File: src/rtl/router_pkg.sv
// Shared types and constants for the router output-channel packet FIFO.
// The header length field sits above the two flag bits of the header byte.
package router_pkg;

    localparam int LEN_LSB       = 2;
    localparam int ROUTER_DATA_W = 8;

    // Default-width stored entry; parametrised instances build the same layout locally.
    typedef struct packed {
        logic                     hdr;
        logic [ROUTER_DATA_W-1:0] data;
    } router_entry_t;

    typedef enum logic {
        RD_IDLE    = 1'b0,
        RD_PAYLOAD = 1'b1
    } rd_state_e;

endpackage

File: src/rtl/router_fifo_mem.sv
// Simple dual-port storage for the packet FIFO: synchronous write, registered read.
// The array itself carries no reset so it maps onto block RAM; only the read register clears.
module router_fifo_mem #(
    parameter int WIDTH  = 9,
    parameter int DEPTH  = 16,
    parameter int ADDR_W = $clog2(DEPTH)
) (
    input  logic              clock,
    input  logic              resetn,
    input  logic              clr,
    input  logic              wr_en,
    input  logic [ADDR_W-1:0] wr_addr,
    input  logic [WIDTH-1:0]  wr_data,
    input  logic              rd_en,
    input  logic [ADDR_W-1:0] rd_addr,
    output logic [WIDTH-1:0]  rd_data
);

    logic [WIDTH-1:0] mem_array [DEPTH];

    always_ff @(posedge clock) begin
        if (wr_en) begin
            mem_array[wr_addr] <= wr_data;
        end
    end

    always_ff @(posedge clock or negedge resetn) begin
        if (!resetn) begin
            rd_data <= '0;
        end else if (clr) begin
            rd_data <= '0;
        end else if (rd_en) begin
            rd_data <= mem_array[rd_addr];
        end
    end

endmodule

File: src/rtl/router_pkt_fifo.sv
// Packet-aware per-channel output FIFO: stores a header flag with every byte,
// tracks packet boundaries on the read side and flags framing errors.
module router_pkt_fifo
    import router_pkg::*;
#(
    parameter int  DATA_W   = 8,
    parameter int  DEPTH    = 16,
    localparam int ADDR_W   = $clog2(DEPTH),
    parameter int  AFULL_TH = DEPTH - 2,
    parameter int  MAX_PKTS = DEPTH,
    localparam int PKT_W    = $clog2(MAX_PKTS + 1)
) (
    input  logic              clock,
    input  logic              resetn,
    input  logic              soft_reset,
    input  logic              write_enb,
    input  logic              ifd_state,
    input  logic [DATA_W-1:0] data_in,
    input  logic              read_enb,
    output logic [DATA_W-1:0] data_out,
    output logic              data_valid,
    output logic              last,
    output logic              empty,
    output logic              full,
    output logic              almost_full,
    output logic [ADDR_W:0]   count,
    output logic [PKT_W-1:0]  pkt_count,
    output logic              pkt_err
);

    typedef struct packed {
        logic              hdr;
        logic [DATA_W-1:0] data;
    } entry_t;

    logic [ADDR_W-1:0] wr_ptr_reg, wr_ptr_next;
    logic [ADDR_W-1:0] rd_ptr_reg, rd_ptr_next;
    logic [ADDR_W:0]   count_reg, count_next;
    logic [PKT_W-1:0]  pkt_count_reg, pkt_count_next;
    logic              pkt_err_reg, pkt_err_next;
    logic              valid_reg, valid_next;
    logic              last_reg, last_next;
    rd_state_e         state_reg, state_next;
    logic [DATA_W-2:0] remaining_reg, remaining_next;

    logic              wr_acc, rd_acc;
    logic              pkt_inc, pkt_dec;
    logic              cur_hdr;
    logic [DATA_W-2:0] len_plus1, rem_eff;
    entry_t            wr_entry, rd_entry;
    logic              hdr_shadow_reg [DEPTH];

    assign empty       = (count_reg == '0);
    assign full        = (count_reg == (ADDR_W+1)'(DEPTH));
    assign almost_full = (count_reg >= (ADDR_W+1)'(AFULL_TH));

    // full/empty are judged on the pre-cycle count, so a read never frees room for a same-cycle write
    assign wr_acc = write_enb && !full  && !soft_reset;
    assign rd_acc = read_enb  && !empty && !soft_reset;

    assign wr_entry = '{hdr: ifd_state, data: data_in};

    router_fifo_mem #(
        .WIDTH  (DATA_W + 1),
        .DEPTH  (DEPTH),
        .ADDR_W (ADDR_W)
    ) u_mem (
        .clock   (clock),
        .resetn  (resetn),
        .clr     (soft_reset),
        .wr_en   (wr_acc),
        .wr_addr (wr_ptr_reg),
        .wr_data (wr_entry),
        .rd_en   (rd_acc),
        .rd_addr (rd_ptr_reg),
        .rd_data (rd_entry)
    );

    // Header flags are also kept in flops so the tracker can classify an entry in the cycle it is read.
    for (genvar gi = 0; gi < DEPTH; gi++) begin : g_hdr_shadow
        always_ff @(posedge clock) begin
            if (wr_acc && (wr_ptr_reg == ADDR_W'(gi))) begin
                hdr_shadow_reg[gi] <= ifd_state;
            end
        end
    end

    assign cur_hdr = hdr_shadow_reg[rd_ptr_reg];

    // The header byte is still on data_out for the first payload read, so its length is taken from there.
    assign len_plus1 = (DATA_W-1)'(rd_entry.data[DATA_W-1:LEN_LSB]) + (DATA_W-1)'(1);
    assign rem_eff   = rd_entry.hdr ? len_plus1 : remaining_reg;

    always_ff @(posedge clock or negedge resetn) begin
        if (!resetn) begin
            wr_ptr_reg    <= '0;
            rd_ptr_reg    <= '0;
            count_reg     <= '0;
            pkt_count_reg <= '0;
            pkt_err_reg   <= 1'b0;
            valid_reg     <= 1'b0;
            last_reg      <= 1'b0;
            state_reg     <= RD_IDLE;
            remaining_reg <= '0;
        end else begin
            wr_ptr_reg    <= wr_ptr_next;
            rd_ptr_reg    <= rd_ptr_next;
            count_reg     <= count_next;
            pkt_count_reg <= pkt_count_next;
            pkt_err_reg   <= pkt_err_next;
            valid_reg     <= valid_next;
            last_reg      <= last_next;
            state_reg     <= state_next;
            remaining_reg <= remaining_next;
        end
    end

    always_comb begin
        wr_ptr_next    = wr_ptr_reg;
        rd_ptr_next    = rd_ptr_reg;
        count_next     = count_reg;
        pkt_count_next = pkt_count_reg;
        pkt_err_next   = pkt_err_reg;
        valid_next     = 1'b0;
        last_next      = 1'b0;
        state_next     = state_reg;
        remaining_next = remaining_reg;
        pkt_inc        = wr_acc && ifd_state;
        pkt_dec        = 1'b0;

        if (wr_acc) begin
            wr_ptr_next = wr_ptr_reg + 1'b1;
        end
        if (rd_acc) begin
            rd_ptr_next = rd_ptr_reg + 1'b1;
        end

        unique case ({wr_acc, rd_acc})
            2'b10:   count_next = count_reg + 1'b1;
            2'b01:   count_next = count_reg - 1'b1;
            default: count_next = count_reg;
        endcase

        if (rd_acc) begin
            valid_next = 1'b1;
            unique case (state_reg)
                RD_IDLE: begin
                    if (cur_hdr) begin
                        state_next = RD_PAYLOAD;
                    end else begin
                        pkt_err_next = 1'b1;
                    end
                end
                RD_PAYLOAD: begin
                    if (cur_hdr) begin
                        // Header inside a packet: drop the open packet and start over on this one.
                        pkt_err_next = 1'b1;
                        pkt_dec      = 1'b1;
                    end else if (rem_eff == (DATA_W-1)'(1)) begin
                        last_next  = 1'b1;
                        pkt_dec    = 1'b1;
                        state_next = RD_IDLE;
                    end else begin
                        remaining_next = rem_eff - 1'b1;
                    end
                end
                default: state_next = RD_IDLE;
            endcase
        end

        if (pkt_inc && !pkt_dec) begin
            if (pkt_count_reg == PKT_W'(MAX_PKTS)) begin
                pkt_err_next = 1'b1;
            end else begin
                pkt_count_next = pkt_count_reg + 1'b1;
            end
        end else if (pkt_dec && !pkt_inc && (pkt_count_reg != '0)) begin
            pkt_count_next = pkt_count_reg - 1'b1;
        end

        if (soft_reset) begin
            wr_ptr_next    = '0;
            rd_ptr_next    = '0;
            count_next     = '0;
            pkt_count_next = '0;
            pkt_err_next   = 1'b0;
            valid_next     = 1'b0;
            last_next      = 1'b0;
            state_next     = RD_IDLE;
            remaining_next = '0;
        end
    end

    assign data_out   = rd_entry.data;
    assign data_valid = valid_reg;
    assign last       = last_reg;
    assign count      = count_reg;
    assign pkt_count  = pkt_count_reg;
    assign pkt_err    = pkt_err_reg;

endmodule

File: config.mk
export PLATFORM = sky130hd
export DESIGN_NAME = router_pkt_fifo
export DESIGN_NICKNAME = d
export VERILOG_FILES = /design/src/rtl/router_pkg.sv /design/src/rtl/router_fifo_mem.sv /design/src/rtl/router_pkt_fifo.sv
export SDC_FILE = /design/constraint.sdc
export NUM_CORES = 1
export LEC_CHECK = 0
export ABC_CLOCK_PERIOD_IN_PS = 3100
export CORE_MARGIN = 2
export CORE_UTILIZATION = 55
export CTS_BUF_LIST = sky130_fd_sc_hd__clkbuf_4
export DETAILED_ROUTE_END_ITERATION = 10
export GPL_TIMING_DRIVEN = 0
export MAX_ROUTING_LAYER = met4
export PLACE_DENSITY = 0.77
export SLEW_MARGIN = 20
export SYNTH_ARGS = -nofsm -noshare
export SYNTH_HDL_FRONTEND = slang
export SYNTH_HIERARCHICAL = 1
export SYNTH_SLANG_ARGS = --single-unit
File: constraint.sdc
create_clock -name clock -period 3.1 [get_ports clock]
set_clock_uncertainty 0.1 [all_clocks]
set_input_delay 0.62 -clock clock [delete_from_list [all_inputs] [get_ports clock]]
set_output_delay 0.62 -clock clock [all_outputs]
set_load 0.02 [all_outputs]
==> impl_metrics.env <==
export IMPL_outcome="complete, but fails checks"
export IMPL_violations="negative setup slack"
export IMPL_p_clk_share_pct=18.9
export IMPL_path_class="flop to flop"
export IMPL_cp_required_ps=3520
export IMPL_tns_ps=-76.0
export IMPL_intPower_mw=4.33
export IMPL_dr_first_iter_drc_count=576
export IMPL_cap_violations=0
export IMPL_yosysMostFrequentCell="edfxtp_1"
export IMPL_area_delta_synth_final_pct=14.5
export IMPL_slowest_stage="mux4_2"
export IMPL_portBuffers=37
export IMPL_max_freq_mhz=315
export IMPL_yosysWarnings=6
export IMPL_antenna_found_initial=0
export IMPL_wl_per_cell_um=21.1
export IMPL_dr_total_vias=5714
export IMPL_crit_chain="buf_6 > mux4_2 > mux2i_4 > mux2i_4 > a31oi_4 > o21ai_4 > fa_2 > a21o_1 > a21oi_2 > nand2_1 > o32a_1 > o22ai_1"
export IMPL_synth_top_area_share_pct=54.0
export IMPL_synthTopCellsByCount="edfxtp_1, mux2i_1, nand2_1, nor2_1, dfrtp_1"
export IMPL_arrival_ps=3600
export IMPL_synthAdderAreaFrac_pct=2.56
export IMPL_rows=46
export IMPL_whs_ps=330
export IMPL_p_per_area_nw_per_um2=648
export IMPL_period_needed_ps=3180
export IMPL_stdcell_count=946
export IMPL_postSynthAreaPerCell_um2=14.1
export IMPL_final_max_slew_viol_count=0
export IMPL_postLayoutCoreUtil_pct=64.4
export IMPL_synth_compound_area_share_pct=7.34
export IMPL_setup_viol_count_final=1
export IMPL_place_congestion=0.933
export IMPL_num_nets_final=748
export IMPL_numPlacedInstances=887
export IMPL_first_pass_iters=5
export IMPL_clk_pin_slew_ps=160
export IMPL_crit_top_cell="mux2i_4"
export IMPL_synth_area_top_cells="edfxtp_1, dfrtp_1, mux2i_1, a22oi_1, nand2_1"
export IMPL_synthMuxAreaShare_pct=10.6
export IMPL_start_util_pct=56.2
export IMPL_ant_nets=0
export IMPL_dp_hpwl_um=13100
export IMPL_slew_headroom_pct=34.5
export IMPL_switching_power_mw=2.28
export IMPL_grt_pass1_vias=5598
export IMPL_path_delay_family="compound AO/OA/AOI/OAI gates"
export IMPL_hold_viol_final=0
export IMPL_numClockSinks=198
export IMPL_n_antenna_cell=0
export IMPL_cts_buffers=17
export IMPL_ios=38
export IMPL_crit_cells=12
export IMPL_clock_path_buffers=2
export IMPL_tightest_slew_ps=980
export IMPL_grt_overflow=0
export IMPL_cts_tree="yes"
export IMPL_hold_path_class="primary input to async pin"
export IMPL_path_buf_inv=1
export IMPL_grtUsageTotal_pct=24.3
export IMPL_syn_inst=633
export IMPL_critPathMaxStageDelay_ps=540
export IMPL_synth_top_area_cell="edfxtp_1"
export IMPL_critPathCapture="pkt_count[4]"
export IMPL_die_area_um2=17200
export IMPL_postSynthNetCount=664
export IMPL_drive_gt1_share_pct=17.4
export IMPL_htreeDepth=4
export IMPL_fin_crit_sh_pct=102
export IMPL_p_comb_share_pct=33.1
export IMPL_synth_simple_area_share_pct=10.2
export IMPL_drc=0
export IMPL_r2r_cells=12
export IMPL_synth_top_family_by_area="multiplexers"
export IMPL_wl_um=20000
export IMPL_worstSkewPairLatency_ps=590
export IMPL_die_w_um=131
export IMPL_vias_per_cell=6.04
export IMPL_die_y_um=131
export IMPL_fillCellCount=1143
export IMPL_seqPwrFrac_pct=47.9
export IMPL_grt_pass1_wl_um=31100
export IMPL_ys_ff_latch=198
export IMPL_worst_r2r_startpoint="rd_ptr_reg[0]"
export IMPL_swShare_pct=34.5
export IMPL_synth_xor_area_share_pct=2.07
export IMPL_root_buffer="clkbuf_4"
export IMPL_synth_edf_count=160
export IMPL_syn_cell_area_um2=8900
export IMPL_rr_endpoint="pkt_count[4]"
export IMPL_rrSetupSlack_ps=-80
export IMPL_rsz0062_at_grt="true"
export IMPL_cp_start_kind="flop"
export IMPL_p_leak_nw=3.60
export IMPL_grt_max_degree=35
export IMPL_seq_area_frac_synth_pct=64.7
export IMPL_ys_flop_type="edfxtp_1"
export IMPL_async_flop_share_pct=19.2
export IMPL_core_um2=15800
export IMPL_cp_end_kind="flop"
export IMPL_ys_types=61
export IMPL_layout_setup_ws_ps=-76.0
export IMPL_startpoint="rd_ptr_reg[0]"
export IMPL_cp_max_fo=6
export IMPL_vdd_drop_max_mv=0.351
export IMPL_largest_register_ffs=144
per-layer routing:
metal | routed length, um | share of wire (%) | GRT usage, %
met1 | 8710 | 44 | 32.6
met2 | 9850 | 49 | 38.0
met3 | 1040 | 5.2 | 4.17
met4 | 383 | 1.9 | 8.64
met5 | 0 | 0 | -
stage by stage:
step	instance area (um2)	setup slack [ps]	power, mW
finish	10200	-76.0	6.61
global route	10200	-209	6.93
CTS	10000	-112	6.50
detailed placement	9580	-866	5.16
global placement	9550	-904	5.08
floorplan	8900	-99.1	4.55
placed cells by master, fill, tap and decap left out, types with 4 or more instances in the layout:
cell and instances:
nand2_1 55, mux2i_1 79, clkbuf_4 17, edfxtp_1 160, nor3_2 5, xor2_1 8
nor3_1 8, mux4_2 4, ha_4 4, nand4_1 7, nand2b_1 6, mux2i_4 4
a21o_1 4, buf_6 12, dfrtp_1 36, nand3_1 27, o21ai_0 4, a22oi_1 31
xnor2_1 12, buf_2 9, a22o_1 4, nand2_2 4, ha_1 10, a21oi_1 20
nor2b_1 4, clkinv_1 4, nor2_1 49, clkdlybuf4s50_1 33, buf_4 25, inv_1 8
inv_8 5
what timing repair did:
| item | 4_1_cts | 5_1_grt |
|---|---|---|
| endpoints found under the setup margin | 7 | 32 |
| hold endpoints to repair | 9 | 0 |
| pin swaps | 8 | 11 |
| hold buffers | 1 | 0 |
| gates resized for setup | 23 | 19 |
| setup buffers | 16 | 10 |
worst min-delay path by stage:
stage | startpoint | slack [ps] | endpoint
detailed placement | remaining_reg[0] | 390 | remaining_reg[0]
CTS | resetn | 270 | u_mem/rd_data[3]
global route | resetn | 290 | u_mem/rd_data[3]
finish | resetn | 330 | u_mem/rd_data[6]
global placement | remaining_reg[0] | 380 | remaining_reg[0]
floorplan | resetn | 220 | count[0]
power by group through the flow:
| stage | clock (mW) | sequential, mW | combinational (mW) |
|---|---|---|---|
| final | 1.25 | 3.17 | 2.19 |
| after detailed placement | 0 | 3.24 | 1.93 |
| after CTS | 1.28 | 3.17 | 2.05 |
| after floorplan | 0 | 3.27 | 1.28 |
| after global routing | 1.39 | 3.19 | 2.35 |
| after global placement | 0 | 3.22 | 1.86 |
layout make-up:
class,instances,area [um2],area share [%]
buffer,23,205,2.01
clock buffer,17,128,1.25
clock inverter,15,120,1.18
inverter,9,33.8,0.331
multi-input combinational,403,3080,30.2
sequential,198,5760,56.5
tap,216,270,2.65
timing repair buffer,65,598,5.87
worst reg2reg max path, cell delays in order, from the launching register on:
cell	delay [ps]
dfrtp_1	400
buf_6	140
mux4_2	550
mux2i_4	190
mux2i_4	120
a31oi_4	200
o21ai_4	130
fa_2	380
a21o_1	190
a21oi_2	190
nand2_1	100
o32a_1	290
o22ai_1	150
cells by family after synthesis:
family                   after synthesis
adder cells (fa/ha/maj)               17
buffers and inverters                 32
AND/OR/NAND/NOR                      190
flip-flops                           198
XOR/XNOR                              21
AO/OA/AOI/OAI                         88
multiplexers                          87
No activity file was read; power rests on OpenSTA's default activity.
